File: config.mk
export PLATFORM = sky130hd
export DESIGN_NAME = tt_um_btflv_8bit_int_to_fp_encoder
export DESIGN_NICKNAME = d
export VERILOG_FILES = /design/src/rtl/fp8_pkg.sv /design/src/rtl/fp8_pack.sv /design/src/rtl/tt_um_btflv_8bit_int_to_fp_encoder.sv
export SDC_FILE = /design/constraint.sdc
export NUM_CORES = 1
export LEC_CHECK = 0
export BUFFER_PORTS_ARGS = -buffer_cell sky130_fd_sc_hd__buf_2
export CAP_MARGIN = 20
export CORE_MARGIN = 2
export CORE_UTILIZATION = 30
export DETAILED_ROUTE_END_ITERATION = 7
export GPL_ROUTABILITY_DRIVEN = 0
export PLACE_DENSITY_LB_ADDON = 0.3
export SLEW_MARGIN = 20
export SYNTH_ARGS = -nofsm -noshare
export SYNTH_HDL_FRONTEND = slang
export SYNTH_SLANG_ARGS = --single-unit
File: constraint.sdc
create_clock -name clk -period 2.25 [get_ports clk]
set_input_delay 0.1125 -clock clk [delete_from_list [all_inputs] [get_ports clk]]
set_output_delay 0.1125 -clock clk [all_outputs]
set_load 0.01 [all_outputs]
File: src/rtl/fp8_pkg.sv
// Shared definitions for the 8-bit float format {sign, exp[3:0], mant[2:0]}.
// The encoder and the adder both use this package.
package fp8_pkg;

    localparam int unsigned SIGN_W = 1;
    localparam int unsigned EXP_W  = 4;
    localparam int unsigned MANT_W = 3;
    localparam int unsigned FP_W   = SIGN_W + EXP_W + MANT_W;

    localparam int unsigned SIGN_POS = FP_W - 1;
    localparam int unsigned EXP_LSB  = MANT_W;
    localparam int unsigned EXP_MSB  = MANT_W + EXP_W - 1;
    localparam int unsigned MANT_LSB = 0;
    localparam int unsigned MANT_MSB = MANT_W - 1;

    localparam int unsigned UIO_START   = 0;
    localparam int unsigned UIO_BUSY    = 1;
    localparam int unsigned UIO_DONE    = 2;
    localparam int unsigned UIO_INEXACT = 3;
    localparam int unsigned UIO_ZERO    = 4;

    localparam logic [7:0] UIO_OE = 8'b0001_1110;

    typedef enum logic [0:0] {
        ST_IDLE = 1'b0,
        ST_NORM = 1'b1
    } state_e;

    typedef struct packed {
        logic              sign;
        logic [EXP_W-1:0]  exp;
        logic [MANT_W-1:0] mant;
    } fp8_t;

endpackage

File: src/rtl/fp8_pack.sv
// Packs a normalized magnitude (mag[7]=1) with its exponent and sign into fp8,
// optionally rounding half-up on the magnitude.
module fp8_pack
    import fp8_pkg::*;
#(
    parameter bit ROUND_NEAREST = 1'b0
) (
    input  logic [7:0]       mag,
    input  logic [EXP_W-1:0] exp,
    input  logic             sign,
    output logic [FP_W-1:0]  fp_c,
    output logic             inexact_c
);

    localparam int unsigned MANT_RW = MANT_W + 1;

    logic [3:0]         rem;
    logic               round_up;
    logic [MANT_RW-1:0] mant_r;
    fp8_t               res;
    logic               unused_ok;

    // Hidden bit is implied by normalization and not stored.
    assign unused_ok = mag[7];

    always_comb begin
        rem       = mag[3:0];
        inexact_c = |rem;
        round_up  = ROUND_NEAREST && rem[3];
        mant_r    = {1'b0, mag[6:4]} + MANT_RW'(round_up);
        res.sign  = sign;
        // Mantissa carry renormalizes to 1.000 at the next exponent.
        res.exp   = mant_r[MANT_W] ? exp + EXP_W'(1) : exp;
        res.mant  = mant_r[MANT_W-1:0];
        fp_c      = res;
    end

endmodule

File: src/rtl/tt_um_btflv_8bit_int_to_fp_encoder.sv
// Signed 8-bit integer to fp8 encoder: iterative one-bit-per-cycle normalizer
// behind a start/busy/done handshake on the uio pins.
module tt_um_btflv_8bit_int_to_fp_encoder
    import fp8_pkg::*;
#(
    parameter bit ROUND_NEAREST = 1'b0
) (
    input  logic [7:0] ui_in,
    output logic [7:0] uo_out,
    input  logic [7:0] uio_in,
    output logic [7:0] uio_out,
    output logic [7:0] uio_oe,
    input  logic       ena,
    input  logic       clk,
    input  logic       rst_n
);

    state_e           state_q, state_d;
    logic             sign_q, sign_d;
    logic [7:0]       mag_q, mag_d;
    logic [EXP_W-1:0] exp_q, exp_d;
    logic [7:0]       uo_q, uo_d;
    logic             busy_q, busy_d;
    logic             done_q, done_d;
    logic             inexact_q, inexact_d;
    logic             zero_q, zero_d;

    logic             start;
    logic             finish_c;
    logic [FP_W-1:0]  packed_c;
    logic             pack_inexact_c;
    logic             unused_ok;

    assign start     = uio_in[UIO_START];
    assign unused_ok = &{1'b1, uio_in[7:1]};
    assign finish_c  = (mag_q == 8'd0) || mag_q[7];

    fp8_pack #(
        .ROUND_NEAREST(ROUND_NEAREST)
    ) u_pack (
        .mag      (mag_q),
        .exp      (exp_q),
        .sign     (sign_q),
        .fp_c     (packed_c),
        .inexact_c(pack_inexact_c)
    );

    // State register
    always_ff @(posedge clk or negedge rst_n) begin
        if (!rst_n) begin
            state_q <= ST_IDLE;
        end else begin
            state_q <= state_d;
        end
    end

    // Next-state logic
    always_comb begin
        state_d = state_q;
        if (ena) begin
            unique case (state_q)
                ST_IDLE: if (start) state_d = ST_NORM;
                ST_NORM: if (finish_c) state_d = ST_IDLE;
                default: state_d = ST_IDLE;
            endcase
        end
    end

    // Datapath and registered output next values
    always_comb begin
        sign_d    = sign_q;
        mag_d     = mag_q;
        exp_d     = exp_q;
        uo_d      = uo_q;
        busy_d    = busy_q;
        done_d    = done_q;
        inexact_d = inexact_q;
        zero_d    = zero_q;
        if (ena) begin
            done_d = 1'b0;
            unique case (state_q)
                ST_IDLE: begin
                    if (start) begin
                        sign_d = ui_in[7];
                        mag_d  = ui_in[7] ? 8'(-ui_in) : ui_in;
                        exp_d  = EXP_W'(7);
                        busy_d = 1'b1;
                    end
                end
                ST_NORM: begin
                    if (mag_q == 8'd0) begin
                        uo_d      = 8'h00;
                        zero_d    = 1'b1;
                        inexact_d = 1'b0;
                        busy_d    = 1'b0;
                        done_d    = 1'b1;
                    end else if (mag_q[7]) begin
                        uo_d      = packed_c;
                        zero_d    = 1'b0;
                        inexact_d = pack_inexact_c;
                        busy_d    = 1'b0;
                        done_d    = 1'b1;
                    end else begin
                        mag_d = mag_q << 1;
                        exp_d = exp_q - EXP_W'(1);
                    end
                end
                default: busy_d = 1'b0;
            endcase
        end
    end

    always_ff @(posedge clk or negedge rst_n) begin
        if (!rst_n) begin
            sign_q    <= 1'b0;
            mag_q     <= 8'd0;
            exp_q     <= '0;
            uo_q      <= 8'h00;
            busy_q    <= 1'b0;
            done_q    <= 1'b0;
            inexact_q <= 1'b0;
            zero_q    <= 1'b0;
        end else begin
            sign_q    <= sign_d;
            mag_q     <= mag_d;
            exp_q     <= exp_d;
            uo_q      <= uo_d;
            busy_q    <= busy_d;
            done_q    <= done_d;
            inexact_q <= inexact_d;
            zero_q    <= zero_d;
        end
    end

    always_comb begin
        uio_out              = 8'h00;
        uio_out[UIO_BUSY]    = busy_q;
        uio_out[UIO_DONE]    = done_q;
        uio_out[UIO_INEXACT] = inexact_q;
        uio_out[UIO_ZERO]    = zero_q;
    end

    assign uo_out = uo_q;
    assign uio_oe = UIO_OE;

endmodule
### Word level (Yosys, flattened, before mapping)

Index checks and enable logic that the tools add are counted.

| word-level totals | value |
|---|---|
| input port bits | 19 |
| register bits | 26 |
| logic and storage cells | 50 |
| output and inout bits | 24 |

| cells by class | value |
|---|---|
| bitwise operators | 1 |
| reductions and logical operators | 9 |
| mux-type cells | 24 |
| eq/ne operators | 4 |
| add/subtract/negate cells | 2 |

Operator list:

| kind | number |
|---|---|
| $mux 8 | 6 |
| $pmux 8 s2 | 1 |
| $mux 4 | 3 |
| $reduce_and 3->1 | 4 |
| $mux 1 | 11 |
| $logic_not 8->1 | 1 |
| $neg 8->8 | 1 |
| $pmux 4 s2 | 1 |
| $ne 2x2->1 const B | 3 |
| $pmux 1 s2 | 2 |
| $reduce_and 4->1 | 1 |
| $reduce_or 4->1 | 1 |
| $sub 4x1->4 const B | 1 |
| $ne 3x1->1 const B | 1 |
| $reduce_bool 2->1 | 1 |
| $logic_or 1x1->1 | 1 |
| $not 1->1 | 1 |

### Longest topological paths before layout

| logic depth | value |
|---|---|
| word-level depth | 4 |
| mapped depth | 6 |
| depth with buffers taken out | 6 |

### Modules after synthesis

Synthesis repeated with hierarchy kept, for this count alone.

| unflattened totals | value |
|---|---|
| cell total of the unflattened synthesis | 144 |
| area, all modules | 1485.2 µm² |

By module, submodules not included:

| module | cells an instance | sequential area each (µm²) | instances | area an instance (µm²) |
|---|---|---|---|---|
| tt_um_btflv_8bit_int_to_fp_encoder | 135 | 650.6 | 1 | 1417.6 |
| fp8_pack | 9 | 0.0 | 1 | 67.6 |

### Worst setup path before layout

No wires, ideal clock.

| path | value |
|---|---|
| path kind | register -> register |
| from | register mag_q[3] |
| to | register mag_q[7] |
| clock period less this slack | 1601 ps |
| buffers on the path | 0 |
| arrival | 1476 ps |
| slack | 649 ps |
| library setup time | 125 ps |
| required time | 2125 ps |
| cell stages (with the launch flop) | 5 |
| cells stage by stage | dfrtp_1 -> or4_4 -> nor3b_2 -> a21oi_1 -> mux2_4 |

| between the ends | value |
|---|---|
| word-level cells in the longest chain between the ends | 3 |

RTL lines:

| element | RTL line | source |
|---|---|---|
| from (decl) | tt_um_btflv_8bit_int_to_fp_encoder.sv:20 | `logic [7:0] mag_q, mag_d;` |
| from (signal assigned) | tt_um_btflv_8bit_int_to_fp_encoder.sv:125 | `mag_q <= mag_d;` |
| $logic_not 8->1 | tt_um_btflv_8bit_int_to_fp_encoder.sv:91 | `if (mag_q == 8'd0) begin` |
| $ne 2x2->1 (no source line) | - |  |
| $reduce_and 3->1 (no source line) | - |  |

Every way passes these cells.
A chain may end at the register's enable or synchronous reset.

### Worst setup path after layout

| path | value |
|---|---|
| from | register mag_q[3] |
| to | register mag_q[4] |

| between the ends | value |
|---|---|
| word-level cells in the longest chain between the ends | 3 |
| elaborated cells between the ends (all ways) | 6 |
| classes of those cells | 1 x eq/ne; 3 x mux; 2 x reduce/logical |

RTL lines:

| element | RTL line |
|---|---|
| $logic_not 8->1 / $mux 8 (equally long branches) | tt_um_btflv_8bit_int_to_fp_encoder.sv:91, tt_um_btflv_8bit_int_to_fp_encoder.sv:97 |
| $ne 2x2->1 (no source line) / $mux 8 (equally long branches) | - |
| $reduce_and 4->1 (no source line) / $pmux 8 s2 (equally long branches) | - |

Several ways; a longest one is shown, not always the timed one. The select of a mux whose other input is x is not followed.

==> flow_summary_export.csv <==
group,metric,value,unit
sta,slew_viol_final,0,
logic_synthesis,synth_top_cell_by_area,"dfrtp_1",
die,core,4440,sq um
detailed_routing,routed_wirelength,2.82,mm
outcome,status,"finished clean",
flow_run,drv_cap,0,
global_routing,grt_pass1_wl,4.60,mm
die,num_rows,24,
power_and_ir_drop,power.share.sequential,0.453,
logic_synthesis,synth.distinct_cells,45,
logic_synthesis,synth_xor_xnor_area_share,0.0310,
worst_setup_path,r2r-end,"mag_q[4]",
logic_synthesis,ys_top_cells_by_area,"dfrtp_1 (46%), buf_4 (8.5%), a32o_1 (3.5%)",
clock_network,htreeDepth,1,
logic_synthesis,synth_compound_area_frac,0.163,
die,fp.dieH,72.7,um
sta,skew,0.00385,ns
hold_path,min_to,"done_q",
detailed_routing,drt.antenna.violating_nets,0,
worst_setup_path,worstSetupStartpointType,"flop",
die,die_w,72.7,um
logic_synthesis,synth_fa_ha_area_frac,0.0177,
worst_setup_path,regToRegSetupSlack,0.49,ns
finish,diodes,0,
finish,fin_nets,175,
logic_synthesis,syn_avg_cell_area,10.4,sq um
logic_synthesis,synth-simple-area-share,0.138,
worst_setup_path,rr_worst_depth,5,
finish,drive_above_1_share,0.268,
clock_network,clockBufferDepth,2,
logic_synthesis,synthFlopType,"dfrtp_1",
worst_setup_path,crit_slowest_cell,"nor4_1",
hold_path,worstHoldPathType,"primary input to flop",
detailed_routing,wl_per_cell,13.8,um
die,boundaryPins,43,
logic_synthesis,synth_top_family_by_area,"compound AO/OA/AOI/OAI gates",
global_routing,grt_usage,0.113,
finish,final_cells,205,
logic_synthesis,synthCells,136,
worst_setup_path,max_stage_delay,0.44,ns
placement,dp_hpwl,2.10,mm
power_and_ir_drop,p_sw,0.000677,W
logic_synthesis,syn-cell-area,1410,sq um
worst_setup_path,crit_chain,"nor4_1 -> a211oi_2 -> buf_4 -> and2_2 -> a221o_1",
global_routing,overflow,0,
hold_path,min_delay_path_depth,2,
logic_synthesis,synth_top_area_share,0.460,
logic_synthesis,yosysMostFrequentCell,"dfrtp_1",
logic_synthesis,ys_ff_latch,26,
sta,hold_violations,0,
sta,layout_min_cycle_time,1.76,ns
worst_setup_path,required,2.41,ns
hold_path,hold_path_startpoint,"ena",
power_and_ir_drop,power,0.00186,W
detailed_routing,drcViolationCount,0,
detailed_routing,drt-initial-drc-count,53,
sta,setup_tns,0,ns
clock_network,cts_tree,"done",
placement,portBuffers,23,
global_routing,first_global_vias,956,
clock_network,cts_sinks,26,
worst_setup_path,reg2reg_from,"mag_q[3]",
clock_network,clk_pin_slew,0.09,ns
logic_synthesis,ys_warn_count,0,
sta,setup_viol,0,
power_and_ir_drop,netSwitchingFraction,0.364,
global_routing,antenna_found_initial,0,
clock_network,cts_made_buffers,3,
clock_network,clk_latency,0.27,ns
sta,finalCritPeriodShare,0.784,
placement,post-place-cells,200,
logic_synthesis,synth_mux_area_frac,0.0566,
clock_network,cts_resized,0,
sta,fmax,567,MHz
power_and_ir_drop,powerDensity,1200,nW/um^2
power_and_ir_drop,pwr-share-comb,0.385,
global_routing,grt_max_degree,27,
detailed_routing,drt_pass1_iterations,4,
worst_setup_path,worst-setup-path-type,"flop to flop",
worst_setup_path,crit_fanout,14,
clock_network,cts-root-buf,"clkbuf_8",
power_and_ir_drop,ir_worst_vdd,0.255,mV
detailed_routing,vias,1016,
logic_synthesis,synth_common_cells,"dfrtp_1 (26), buf_4 (16), nand2_1 (11)",
power_and_ir_drop,pwr-share-clk,0.162,
logic_synthesis,yosysSeqAreaShare,0.460,
sta,tightest_slew,0.582,ns
power_and_ir_drop,internal_power,0.00118,W
die,start_util,0.318,
sta,maxSlewHeadroom,0.612,
power_and_ir_drop,p_leak,0.751,nW
worst_setup_path,endpoint_kind,"flop",
worst_setup_path,arrival,1.92,ns
finish,synthToLayoutAreaGrowth,9.82,%
detailed_routing,viasPerCell,4.96,
logic_synthesis,async_flop_share,1.00,
die,die_area,5280,sq um
logic_synthesis,synth_edf_count,0,
sta,rsz0062_at_grt,"no",
[power by group through the flow]
stage,Sequential [W],Combinational [W],Clock [W]
after floorplan,0.000814,0.000603,0
after global routing,0.000876,0.000798,0.000338
after detailed placement,0.000853,0.000725,0
after global placement,0.000844,0.000708,0
final,0.000843,0.000716,0.000301
after CTS,0.000844,0.000729,0.000310
[kinds of logic (layout without fill, tap and decap cells)]
| kind of cell | after synthesis | count (layout) |
|---|---|---|
| flops | 26 | 26 |
| other cells | 2 | 12 |
| mux | 7 | 7 |
| xor+xnor | 5 | 5 |
| simple gates | 36 | 36 |
| compound gates | 29 | 29 |
| fa+ha+maj | 2 | 2 |
| buf+inv | 29 | 36 |
[cells in the final DEF (no fill, tap or decap), types with 2 or more instances in the layout]
| cell | netlist | final |
|---|---|---|
| dfrtp_1 | 26 | 26 |
| buf_2 | 4 | 23 |
| conb_1 | 2 | 12 |
| nand2_1 | 11 | 11 |
| inv_1 | 6 | 6 |
| nor2_1 | 6 | 6 |
| a32o_1 | 5 | 5 |
| nor3_1 | 4 | 4 |
| mux2_2 | 4 | 4 |
| o21ai_0 | 4 | 4 |
| clkbuf_8 | 0 | 4 |
| xnor2_1 | 3 | 3 |
| a221o_1 | 3 | 3 |
| a21oi_1 | 3 | 3 |
| nand3_1 | 2 | 2 |
| mux2i_1 | 2 | 2 |
| a21boi_0 | 2 | 2 |
| nand3b_1 | 2 | 2 |
| o211ai_1 | 2 | 2 |
| xor2_1 | 2 | 2 |
| ha_1 | 2 | 2 |
| buf_4 | 16 | 2 |
[sequential cells by signal (all words and copies together), names as in the netlist]
signal and flops:
inexact_q 1, done_q 1, mag_q 8, busy_q 1, exp_q 4, state_q 1
zero_q 1, uo_out 8, sign_q 1
[routing by layer]
| metal | wire (um) | global-route usage |
|---|---|---|
| met2 | 1390 | 0.190 |
| met3 | 143 | 0.0290 |
| met5 | 0 | 0 |
| met1 | 1250 | 0.139 |
| met4 | 44 | 0.0432 |
[worst max-delay path, delay by kind of cell (launching register included)]
| kind | cells | cell delay (ns) |
|---|---|---|
| AOI/OAI and AO/OA | 2 | 0.39 |
| DFF | 1 | 0.41 |
| buffers and inverters | 1 | 0.21 |
| and+or+nand+nor | 2 | 0.63 |
[worst max-delay path by stage]
stage	from	to	cells past startpoint
floorplan	mag_q[3]	mag_q[7]	4
global placement	mag_q[3]	mag_q[4]	5
detailed placement	mag_q[2]	mag_q[4]	5
CTS	mag_q[3]	mag_q[4]	5
global route	mag_q[3]	mag_q[4]	5
finish	mag_q[3]	mag_q[4]	5
[cell type report]
cell class | instances | area, sq um
fillers | 454 | 2890
flip-flops and latches | 26 | 651
multi-input cells | 91 | 619
repair buffers | 26 | 140
well taps | 52 | 65.1
clock buffers | 4 | 55.1
inverters | 6 | 22.5
[per-stage QoR]
step	instance area, sq um	hold WS (ns)	utilization	setup slack (ns)
global placement	1490	0.136	0.335	0.509
detailed placement	1490	0.150	0.335	0.495
CTS	1550	0.0954	0.349	0.472
finish	1550	0.0957	0.349	0.485
global route	1550	0.113	0.349	0.304
floorplan	1450	-0.183	-	0.649
[repair_timing]
item / CTS / global route
hold buffers: 1 / 0
endpoints found under the hold margin: 26 / 0
setup endpoints to repair: 0 / 0
buffers inserted: 0 / 0
No activity file was read; power rests on OpenSTA's default activity.
